$ cat src/rtl/sram22_pkg.sv
// Shared geometry and transaction types for the sram22 1024x32 macro front-end.
package sram22_pkg;

  localparam int SRAM22_DATA_WIDTH  = 32;
  localparam int SRAM22_ADDR_WIDTH  = 10;
  localparam int SRAM22_WMASK_WIDTH = 1;

  typedef struct packed {
    logic                          we;
    logic [SRAM22_WMASK_WIDTH-1:0] wmask;
    logic [SRAM22_ADDR_WIDTH-1:0]  addr;
    logic [SRAM22_DATA_WIDTH-1:0]  wdata;
  } sram22_req_t;

  typedef struct packed {
    logic [SRAM22_DATA_WIDTH-1:0] rdata;
  } sram22_rsp_t;

endpackage

$ cat src/rtl/sram22_rsp_fifo.sv
// Circular response FIFO with explicit occupancy count; depth need not be a power of two.
module sram22_rsp_fifo
  import sram22_pkg::*;
#(
  parameter int WIDTH = SRAM22_DATA_WIDTH,
  parameter int DEPTH = 3,
  localparam int PTR_W = (DEPTH > 1) ? $clog2(DEPTH) : 1,
  localparam int CNT_W = $clog2(DEPTH + 1)
) (
  input  logic             clk,
  input  logic             rst,
  input  logic             push,
  input  logic             pop,
  input  logic [WIDTH-1:0] din,
  output logic [WIDTH-1:0] head,
  output logic [CNT_W-1:0] count,
  output logic             empty
);

  logic [WIDTH-1:0] mem_q [DEPTH];
  logic [PTR_W-1:0] wr_ptr_q;
  logic [PTR_W-1:0] rd_ptr_q;
  logic [CNT_W-1:0] count_q;
  logic             pop_eff;

  function automatic logic [PTR_W-1:0] wrap_inc(input logic [PTR_W-1:0] p);
    return (p == PTR_W'(DEPTH - 1)) ? '0 : p + 1'b1;
  endfunction

  assign empty   = (count_q == '0);
  assign count   = count_q;
  assign pop_eff = pop && !empty;
  // Storage is never reset; the head is masked while empty so no stale word is visible.
  assign head    = empty ? '0 : mem_q[rd_ptr_q];

  always_ff @(posedge clk or posedge rst) begin
    if (rst) begin
      wr_ptr_q <= '0;
      rd_ptr_q <= '0;
      count_q  <= '0;
    end else begin
      if (push)    wr_ptr_q <= wrap_inc(wr_ptr_q);
      if (pop_eff) rd_ptr_q <= wrap_inc(rd_ptr_q);
      count_q <= count_q + CNT_W'(push) - CNT_W'(pop_eff);
    end
  end

  always_ff @(posedge clk) begin
    if (push) mem_q[wr_ptr_q] <= din;
  end

  // Upstream credit accounting must make an overflowing push impossible.
  always @(posedge clk) begin
    if (!rst) begin
      assert (!(push && !pop_eff && count_q == CNT_W'(DEPTH)))
        else $error("sram22_rsp_fifo: push into full fifo");
    end
  end

endmodule

$ cat src/rtl/sram22_rv_adapter.sv
// Valid/ready front-end for the sram22 macro: drives macro pins on request fire and
// returns 1-cycle-latency read data through a credit-protected response FIFO.
module sram22_rv_adapter
  import sram22_pkg::*;
#(
  parameter int DATA_WIDTH  = SRAM22_DATA_WIDTH,
  parameter int ADDR_WIDTH  = SRAM22_ADDR_WIDTH,
  parameter int WMASK_WIDTH = SRAM22_WMASK_WIDTH,
  parameter int RESP_DEPTH  = 3
) (
  input  logic                   clk,
  input  logic                   rst,
  input  logic                   req_valid,
  output logic                   req_ready,
  input  logic                   req_we,
  input  logic [WMASK_WIDTH-1:0] req_wmask,
  input  logic [ADDR_WIDTH-1:0]  req_addr,
  input  logic [DATA_WIDTH-1:0]  req_wdata,
  output logic                   rsp_valid,
  input  logic                   rsp_ready,
  output logic [DATA_WIDTH-1:0]  rsp_rdata,
  output logic                   sram_we,
  output logic [WMASK_WIDTH-1:0] sram_wmask,
  output logic [ADDR_WIDTH-1:0]  sram_addr,
  output logic [DATA_WIDTH-1:0]  sram_din,
  input  logic [DATA_WIDTH-1:0]  sram_dout
);

  localparam int CNT_W = $clog2(RESP_DEPTH + 1);

  logic             req_fire;
  logic             rd_fire_p0;
  logic             rd_vld_p1;
  logic             rsp_pop;
  logic             fifo_empty;
  logic [CNT_W-1:0] fifo_count;
  logic [CNT_W:0]   credits_used;

  // A read holds a credit from fire until its data lands in the FIFO.
  assign credits_used = {{CNT_W{1'b0}}, rd_vld_p1} + {1'b0, fifo_count};
  assign req_ready    = !rst && (credits_used < (CNT_W + 1)'(RESP_DEPTH));
  assign req_fire     = req_valid && req_ready;
  assign rd_fire_p0   = req_fire && !req_we;

  assign sram_we    = req_fire && req_we;
  assign sram_wmask = (req_we && !rst) ? req_wmask : '0;
  assign sram_addr  = req_addr;
  assign sram_din   = req_wdata;

  // p0 -> p1: macro returns dout the cycle after the read is presented.
  always_ff @(posedge clk or posedge rst) begin
    if (rst) rd_vld_p1 <= 1'b0;
    else     rd_vld_p1 <= rd_fire_p0;
  end

  assign rsp_valid = !fifo_empty;
  assign rsp_pop   = rsp_valid && rsp_ready;

  sram22_rsp_fifo #(
    .WIDTH (DATA_WIDTH),
    .DEPTH (RESP_DEPTH)
  ) u_rsp_fifo (
    .clk   (clk),
    .rst   (rst),
    .push  (rd_vld_p1),
    .pop   (rsp_pop),
    .din   (sram_dout),
    .head  (rsp_rdata),
    .count (fifo_count),
    .empty (fifo_empty)
  );

endmodule

$ cat config.mk
export PLATFORM = sky130hd
export DESIGN_NAME = sram22_rv_adapter
export DESIGN_NICKNAME = d
export VERILOG_FILES = /design/src/rtl/sram22_pkg.sv /design/src/rtl/sram22_rsp_fifo.sv /design/src/rtl/sram22_rv_adapter.sv
export SDC_FILE = /design/constraint.sdc
export NUM_CORES = 1
export LEC_CHECK = 0
export ABC_CLOCK_PERIOD_IN_PS = 3400
export CORE_MARGIN = 5
export CORE_UTILIZATION = 43
export CTS_BUF_LIST = sky130_fd_sc_hd__clkbuf_2 sky130_fd_sc_hd__clkbuf_4 sky130_fd_sc_hd__clkbuf_8
export DETAILED_ROUTE_END_ITERATION = 6
export GPL_TIMING_DRIVEN = 0
export PLACE_DENSITY = 0.89
export SLEW_MARGIN = 20
export SYNTH_ARGS = -nofsm -noshare
export SYNTH_HDL_FRONTEND = slang
export SYNTH_HIERARCHICAL = 1
export SYNTH_SLANG_ARGS = --single-unit
$ cat constraint.sdc
create_clock -name clk -period 3.4 [get_ports clk]
set_input_delay 0.51 -clock clk [delete_from_list [all_inputs] [get_ports clk]]
set_output_delay 0.51 -clock clk [all_outputs]
set_load 0.02 [all_outputs]
== Yosys cells after proc, flatten, opt, wreduce, memory -nomap -nowiden ==
Memories as Yosys holds them, arrays and structs flattened.
Index checks and enable logic that the tools add are counted.
Storage, ports and cells
  bits in registers: 7
  RAM bits: 96
  input port bits: 80
  word-level logic and storage cells: 30
  memories kept: 1
Operators by class
  add/sub/neg operators: 5
  magnitude comparators: 1
  equal/unequal tests: 2
  muxes and demuxes: 6
  reduce and logical (&&, ||, !) cells: 11
Memories
  u_rsp_fifo.mem_q: depth 3, bits a word 32, read ports 1, clocked after Yosys merged registers in 0, wr ports 1, line sram22_rsp_fifo.sv:20  | logic [WIDTH-1:0] mem_q [DEPTH];
Operator list (number)
  $mux W32: 1
  $logic_and A1 B1 Y1: 7
  $add A2 B1 Y2 const B: 2
  $eq A2 B2 Y1 const B: 2
  $mux W2: 2
  $add A1 B2 Y3: 1
  $logic_not A1 Y1: 3
  $lt A3 B2 Y1 const B: 1
  $mux W1: 3
  $add A2 B1 Y2: 1
  $logic_not A2 Y1: 1
  $sub A2 B1 Y2: 1

== Longest topological paths before layout ==
Gate-level depths: netlist of run 1.
  depth in word-level cells: 5
  gate-level depth with buffers: 10
  depth with buffers taken out: 9

== Hierarchy ==
The synthesis of run 1 kept the hierarchy.
Modules (own cells, without submodules)
  sram22_rsp_fifo: instances 1, cells each 233, area each 4206.5 um^2
  sram22_rv_adapter: instances 1, cells each 54, area each 422.9 um^2

== Worst setup path before layout of run 1 ==
Ideal clock, no wire load.
  kind: register to register
  start point: register rd_vld_p1
  end point: memory u_rsp_fifo/mem_q[0][0] (netlist bit), enable pin
  setup time: 471 ps
  arrival: 2867 ps
  required time: 2929 ps
  slack: 62 ps
  stages on the path, launching flop included: 2
  path buffers: 0
  cells stage by stage: dfrtp_1 nor3b_1
On the way
  cells in the longest elaborated chain, start to end: 2
RTL lines
  start: declaration: line sram22_rv_adapter.sv:33  | logic rd_vld_p1;
  start signal: assignment: line sram22_rv_adapter.sv:53  | else rd_vld_p1 <= rd_fire_p0;
  $mux W1: line sram22_rsp_fifo.sv:49  | if (push) mem_q[wr_ptr_q] <= din;
  $mux W1 (not written as such): line sram22_rsp_fifo.sv:49
  end: declaration: line sram22_rsp_fifo.sv:20
Every way passes these cells.

== Final worst setup path of run 1 ==
  start point: register rd_vld_p1
  end point: output sram_we
On the way
  cells in the longest elaborated chain, start to end: 5
RTL lines
  $add A1 B2 Y3: line sram22_rv_adapter.sv:40  | assign credits_used = {{CNT_W{1'b0}}, rd_vld_p1} + {1'b0, fifo_count};
  $lt A3 B2 Y1: line sram22_rv_adapter.sv:41  | assign req_ready = !rst && (credits_used < (CNT_W + 1)'(RESP_DEPTH));
  $logic_and A1 B1 Y1: line sram22_rv_adapter.sv:41
  $logic_and A1 B1 Y1: line sram22_rv_adapter.sv:42  | assign req_fire = req_valid && req_ready;
  $logic_and A1 B1 Y1: line sram22_rv_adapter.sv:45  | assign sram_we = req_fire && req_we;
  end: declaration: line sram22_rv_adapter.sv:22  | output logic sram_we,
Every way passes these cells.

==> results of run 1 <==
-- cell usage after synthesis (2+ instances only) --
library cell / n
nor2b_1: 33
edfxtp_1: 96
mux2i_1: 33
buf_2: 3
xnor2_1: 2
inv_1: 7
nor2_1: 5
a211oi_1: 4
a21o_1: 3
dfrtp_1: 7
buf_12: 3
ha_1: 4
buf_4: 45
clkbuf_1: 2
a211oi_2: 28
buf_6: 2
-- per-stage QoR --
step                      TNS [ns]  hold slack, ns
after CTS                        0           0.347
final                            0           0.363
after detailed placement         0           0.539
after global placement      -51.12           0.499
after floorplan                  0           0.244
after global routing             0           0.362
-- logic make-up after synthesis --
family	after synthesis
buffers and inverters	63
multiplexers	34
flip-flops	103
adder cells (fa/ha/maj)	4
XOR/XNOR	2
AND/OR/NAND/NOR	45
AO/OA/AOI/OAI	36
-- final timing paths --
| kind | slack [ns] | start | end |
|---|---|---|---|
| min reg2reg | 0.56 | u_rsp_fifo/count[1] | u_rsp_fifo/count[1] |
| max reg2reg | 1.06 | u_rsp_fifo/count[1] | u_rsp_fifo/count[1] |
| min in group clk | 0.56 | u_rsp_fifo/count[1] | u_rsp_fifo/count[1] |
| min | 0.36 | rst | rd_vld_p1 |
| max | 0.64 | rd_vld_p1 | sram_we |
| max in group asynchronous | 2.77 | rst | u_rsp_fifo/count[1] |
-- worst max-delay path: cells and delay by family, from the launching register on --
family | cells | cell delay, ns
buf+inv | 1 | 0.61
fa+ha+maj | 2 | 0.53
compound gates | 1 | 0.22
flops | 1 | 0.45
simple gates | 1 | 0.11
-- registers in the layout (all words and copies together), names as in the netlist --
signal and cells:
u_rsp_fifo/wr_ptr_q 2, rd_vld_p1 1, u_rsp_fifo/mem_q 96, u_rsp_fifo/rd_ptr_q 2, u_rsp_fifo/count 2
-- cell usage in the layout, fill, tap and decap left out, drive strengths merged, types with 3 or more instances in the layout --
cell,synthesis,layout
nor2b,33,33
ha,4,4
bufinv,0,3
clkbuf,2,13
a21o,3,3
inv,8,8
nor2,5,5
a211oi,32,32
clkdlybuf4s50,0,115
edfxtp,96,96
dfrtp,7,7
buf,53,58
mux2i,33,33
-- power by group through the flow --
| stage | sequential, W | combinational (W) | clock [W] |
|---|---|---|---|
| detailed placement | 0.00159 | 0.00224 | 0 |
| global route | 0.00157 | 0.00235 | 0.000982 |
| finish | 0.00156 | 0.00221 | 0.000906 |
| global placement | 0.00158 | 0.00219 | 0 |
| floorplan | 0.00157 | 0.00137 | 0 |
| CTS | 0.00156 | 0.00225 | 0.000933 |
-- final cells by class --
cell class,count,area (sq um)
plain buffers,55,443
clock buffers,11,139
clock inverters,5,106
fillers,755,4140
inverters,8,30.0
multi-input cells,121,1110
flip-flops and latches,103,3060
well taps,136,170
repair buffers,120,1220
-- layer usage --
layer | vias up | share of wire [%] | GRT usage (%)
li1 | 1280 | - | -
met1 | 1297 | 37 | 16.2
met2 | 117 | 54 | 30.2
met3 | 8 | 8.5 | 4.77
met4 | 0 | 0.93 | 3.61
met5 | - | 0 | 0
==> results.md, run 1 <==
* Pin count of the biggest net entering global routing at 24
* Buffer count from post-CTS setup fixing at 0
* Unique masters post-synth at 26
* CTS tree: built
* Post-synthesis mux area share at 7.38%
* Crit start category: register
* Period utilization at 81.3%
* CORE AREA at 10400 sq um
* Layout Nets at 502
* Power per cell area at 743 nW/um^2
* Comb pwr share at 47.3%
* CP most frequent cell: ha_1
* Slowest cell on the critical path: clkdlybuf4s50_1
* Run status: finished, final reports clean
* Synth Area in Simple Gates at 6.08%
* Port bufs at 115
* Max VDD drop at 404 uV
* Max-cap check violation count at 0
* Diode count at 0
* Worst Reg2Reg Path Length in Cells at 10
* Number of synthesized flops with an enable pin at 96
* HPWL Detailed at 7360 um
* Placed cells at 543
* Vias in the first global route at 2982
* First-pass GRT wire length at 15500 um
* Fmax at 362 MHz
* Total Wirelength at 9980 um
* Share of the yosys chip area belonging to registers at 66.1%
* Synth Register Bits at 103
* Clock sink total at 103
* Largest family of logic cells by synthesized area: buffers and inverters
* Most used DFF post-synth: edfxtp_1
* Endpoints failing setup at 0
* Non-Filler Instances at 559
* Critical path required time at 2.89 ns
* Area share of the largest cell type after synthesis at 62.3%
* H-tree Lvls at 3
* Worst-skew pair later-pin latency at 0.36 ns
* Critical path class: register to primary output
* Synth Area in Adders at 1.08%
* Switching share of total power at 34.1%
* CTS resizes at 0
* Die span in x at 114 um
* Final ANT Viol Nets at 0
* Arr. time, crit path at 2.25 ns
* Critical path cell sequence: ha_1 > ha_1 > a21o_1 > nor2_1 > clkdlybuf4s50_1
* P&R area growth vs syn at 35.6%
* Leading area contributor after synthesis: edfxtp_1
* Min-Delay Path Class: input port to async pin
* # IOs at 158
* Power, Total at 0.00467 W
* Num rows at 37
* RSZ-0062 raised after global routing: no
* Drt pass-1 iters at 4
* DR iter-0 viols at 67
* Leakage at 2.29 nW
* Initial Utilization at 44.4%
* Dpl ws at 1.01 ns
* Max clock buf depth at 2
* Rel. slew slack at 47.6%
* WL/cell at 17.9 um
* Synth warn at 6
* Worst Path Max Fanout at 6
* Total CTS buffers at 9
* DR vias at 2702
* Sequential share of power at 33.3%
* Synth Cell Area at 4630 sq um
* GRT Overall Usage at 15.5%
* Min Clock Period, post-route at 2.76 ns
* Synth Area in Compound Gates at 8.81%
* P_sw at 0.00159 W
* Post-Synth XOR/XNOR Area at 0.378%
* Largest stage delay, worst path at 0.61 ns
* Die Footprint at 12900 sq um
* Slew @ Worst Pin at 0.782 ns
* Fin. Hold Viols at 0
* Avg Inst Size Synth at 16.1 sq um
* Reg clk slew, reported paths at 0.08 ns
* Synth Instances at 287
* DRC Markers at 0
* Slew Limit Fails at 0
* Final worst slack at 0.635 ns
* Util after Layout at 60.3%
* Initial antenna violation count at 0
* Via/cell ratio at 4.83
* Share of cells above drive strength 1 at 25.5%
* Die height at 114 um
* Grt total ovfl at 0
* CTS hold repair buffers at 0
* Async set-reset flop share out of synthesis at 6.80%
* Clk_skew at 0.0166 ns
* Clk pwr share at 19.4%
* Fin area at 6280 sq um
* Int Power at 0.00308 W
* Syn nets at 371
* Placed cell areas at 6030 sq um
* Gpl congestion at 0.683
* Synth top area cells: edfxtp_1, a211oi_2, buf_4, mux2i_1, nor2b_1
* Element type at the critical path end: primary output
* Clock root buffer: clkbuf_8
Note: power is estimated with default switching activity, not from simulation.
==> run 2, diff against run 1 <==
--- a/config.mk
+++ b/config.mk
@@ -5,7 +5,7 @@
 export SDC_FILE = /design/constraint.sdc
 export NUM_CORES = 1
 export LEC_CHECK = 0
-export ABC_CLOCK_PERIOD_IN_PS = 3400
+export ABC_CLOCK_PERIOD_IN_PS = 2300
 export CORE_MARGIN = 5
 export CORE_UTILIZATION = 43
 export CTS_BUF_LIST = sky130_fd_sc_hd__clkbuf_2 sky130_fd_sc_hd__clkbuf_4 sky130_fd_sc_hd__clkbuf_8
==> constraint.sdc (replaced) <==
create_clock -name clk -period 2.3 [get_ports clk]
set_input_delay 0.345 -clock clk [delete_from_list [all_inputs] [get_ports clk]]
set_output_delay 0.345 -clock clk [all_outputs]
set_load 0.02 [all_outputs]
==> run 2 against run 1 <==
Clock power grew 48%. Critical path type unchanged. Largest power group unchanged. Via count grew 0.78%. Worst hold slack lost 0.18 ns.
==> results.md, run 2 (synthesis gave the netlist of run 1 again) <==
* Via/cell ratio at 4.88 (+0.96%)
* Vias in the first global route at 3043 (+2.0%)
* Die height at 114 um (unchanged)
* Worst path depth at 4 (-1)
* CP top delay family: buffers and inverters
* Run status: finished, final reports clean
* Leakage at 2.36 nW (+2.9%)
* Fmax at 456 MHz
* DR vias at 2723 (+0.78%)
* Layout Nets at 501 (-0.20%)
* Period utilization at 95.3%
* P&R area growth vs syn at 35.3%
* Crit path buffers/inverters at 2 (+1)
* Final setup TNS at 0 ns (unchanged)
* Fin. Hold Viols at 0 (unchanged)
* Port bufs at 115 (unchanged)
* Max clock buf depth at 2 (unchanged)
* Most common cell after layout, fill and taps aside: edfxtp_1
* Pin count of the biggest net entering global routing at 20 (-17%)
* Die span in x at 114 um (unchanged)
* Worst R2R Setup Slack at 0.20 ns (-0.86 ns)
* DRT met1 WL at 3660 um (-0.68%)
* P_sw at 0.00235 W (+48%)
* Largest stage delay, worst path at 0.47 ns (-0.14 ns)
* First-pass GRT wire length at 15700 um (+1.2%)
* Slew Limit Fails at 0 (unchanged)
* DR top layer: met4
* Num rows at 37 (unchanged)
* Critical path cell sequence: clkbuf_1 > nor2b_1 > a211oi_2 > dlygate4sd2_1
* CTS tree: built
* Worst Reg2Reg Path Length in Cells at 10 (unchanged)
* CORE AREA at 10400 sq um (unchanged)
* Int Power at 0.00430 W (+40%)
* Final ANT Viol Nets at 0 (unchanged)
* Worst R2R End: u_rsp_fifo/count[1]
* Initial antenna violation count at 0 (unchanged)
* Max-cap check violation count at 0 (unchanged)
* Met3 routed WL at 801 um (-5.3%)
* Initial Utilization at 44.4% (unchanged)
* Worst-skew pair later-pin latency at 0.37 ns (about the same)
* H-tree Lvls at 3 (unchanged)
* Commonest cells after routing, fill and taps aside: edfxtp_1, clkdlybuf4s50_1, buf_4
* Critical path class: register to primary output
* Min-Delay Path Class: input port to async pin
* Filler cells at 790 (+4.6%)
* FF/Latch Area at 3060 sq um (about the same)
* Sequential share of power at 34.8% (+1.5 points)
* CTS hold repair buffers at 0 (unchanged)
* R2R Path Start: u_rsp_fifo/count[1]
* Arr. time, crit path at 1.85 ns (-0.40 ns)
* Clock sink total at 103 (unchanged)
* Gpl congestion at 0.681 (-0.38%)
* Share of cells above drive strength 1 at 26.8% (+1.2 points)
* Met2 Routed Length at 5330 um (-0.37%)
* Power per cell area at 1060 nW/um^2 (+43%)
* Switching share of total power at 35.4% (+1.3 points)
* Clk pwr share at 20.2% (+0.8 points)
* Die Footprint at 12900 sq um (unchanged)
* Max reg flops at 96 (unchanged)
* Reg clk slew, reported paths at 0.09 ns (about the same)
* Endpoints failing setup at 0 (unchanged)
* Total Wirelength at 9930 um (-0.51%)
* Grt total ovfl at 0 (unchanged)
* Min Clock Period, post-route at 2.19 ns
* Rel. slew slack at 63.3% (+16 points)
* Drt pass-1 iters at 4 (unchanged)
* Worst Path Max Fanout at 10 (+4)
* Most flop-heavy register: u_rsp_fifo/mem_q
* DR iter-0 viols at 111 (+66%)
* GRT Overall Usage at 15.7% (+0.13 points)
* Multi-input logic area at 1130 sq um (+1.2%)
* Slew @ Worst Pin at 0.549 ns (-0.234 ns)
* Critical path required time at 1.96 ns (-0.93 ns)
* Max VDD drop at 623 uV (+54%)
* Clock root buffer: clkbuf_8
* HPWL Detailed at 7240 um (-1.6%)
* Comb pwr share at 45.0% (-2.3 points)
* Element type at the critical path end: primary output
* WL/cell at 17.8 um (-0.33%)
* Crit start category: register
* DRC Markers at 0 (unchanged)
* Clk_skew at 0.0166 ns (+0.00000440 ns)
* RSZ-0062 raised after global routing: no
* Final hold slack at 0.182 ns (-0.181 ns)
* Total CTS buffers at 9 (unchanged)
* Diode count at 0 (unchanged)
* # IOs at 158 (unchanged)
* Slowest cell on the critical path: dfrtp_2
## run 2: cell type report
type                    count  area share, %
inverters                   8          0.479
clock inverters             5           1.70
plain buffers              55           7.15
clock buffers              11           2.22
well taps                 136           2.72
repair buffers            119           18.9
flip-flops and latches    103           48.9
multi-input cells         121           18.0
## run 2: power by group through the flow
stage / clock network [W] / registers (W) / logic [W]
floorplan: 0 / 0.00232 / 0.00203
global placement: 0 / 0.00233 / 0.00323
detailed placement: 0 / 0.00234 / 0.00332
CTS: 0.00138 / 0.00231 / 0.00307
global route: 0.00147 / 0.00233 / 0.00322
finish: 0.00134 / 0.00231 / 0.00299
## run 2: worst max path at each step
| stage | from | end | slack (ns) |
|---|---|---|---|
| 3_3_place_gp | rd_vld_p1 | u_rsp_fifo/mem_q[2][14] | -0.86 |
| 2_1_floorplan | rd_vld_p1 | u_rsp_fifo/mem_q[2][0] | 0.07 |
| 6_report | u_rsp_fifo/rd_ptr_q[1] | rsp_rdata[5] | 0.11 |
| 3_5_place_dp | u_rsp_fifo/count[1] | u_rsp_fifo/count[1] | -0.04 |
| 5_1_grt | u_rsp_fifo/rd_ptr_q[1] | rsp_rdata[11] | 0.001 |
| 4_1_cts | rd_vld_p1 | req_ready | 0.002 |
## run 2: routing by layer
layer  vias to the layer above  global-route usage (%)
li1                       1277                       -
met1                      1318                    16.3
met2                       117                    29.8
met3                        11                    4.24
met4                         0                    5.77
met5                         -                       0
## run 2: per-stage QoR
step                setup slack (ns)  std cells  instance area, sq um  power (W)  util [%]
global placement              -0.859        538                  5960    0.00556      57.2
finish                         0.109        558                  6260    0.00665      60.1
global route                 0.00145        558                  6260    0.00701      60.1
detailed placement           -0.0444        542                  6050    0.00567      58.1
floorplan                     0.0717        287                  4630    0.00434         -
CTS                          0.00216        558                  6270    0.00676      60.2
## run 2: repair_timing
| item | in CTS | in global routing |
|---|---|---|
| setup endpoints to repair | 36 | 6 |
| endpoints found under the hold margin | 0 | 0 |
| resized for setup | 41 | 6 |
| buffers inserted | 0 | 0 |
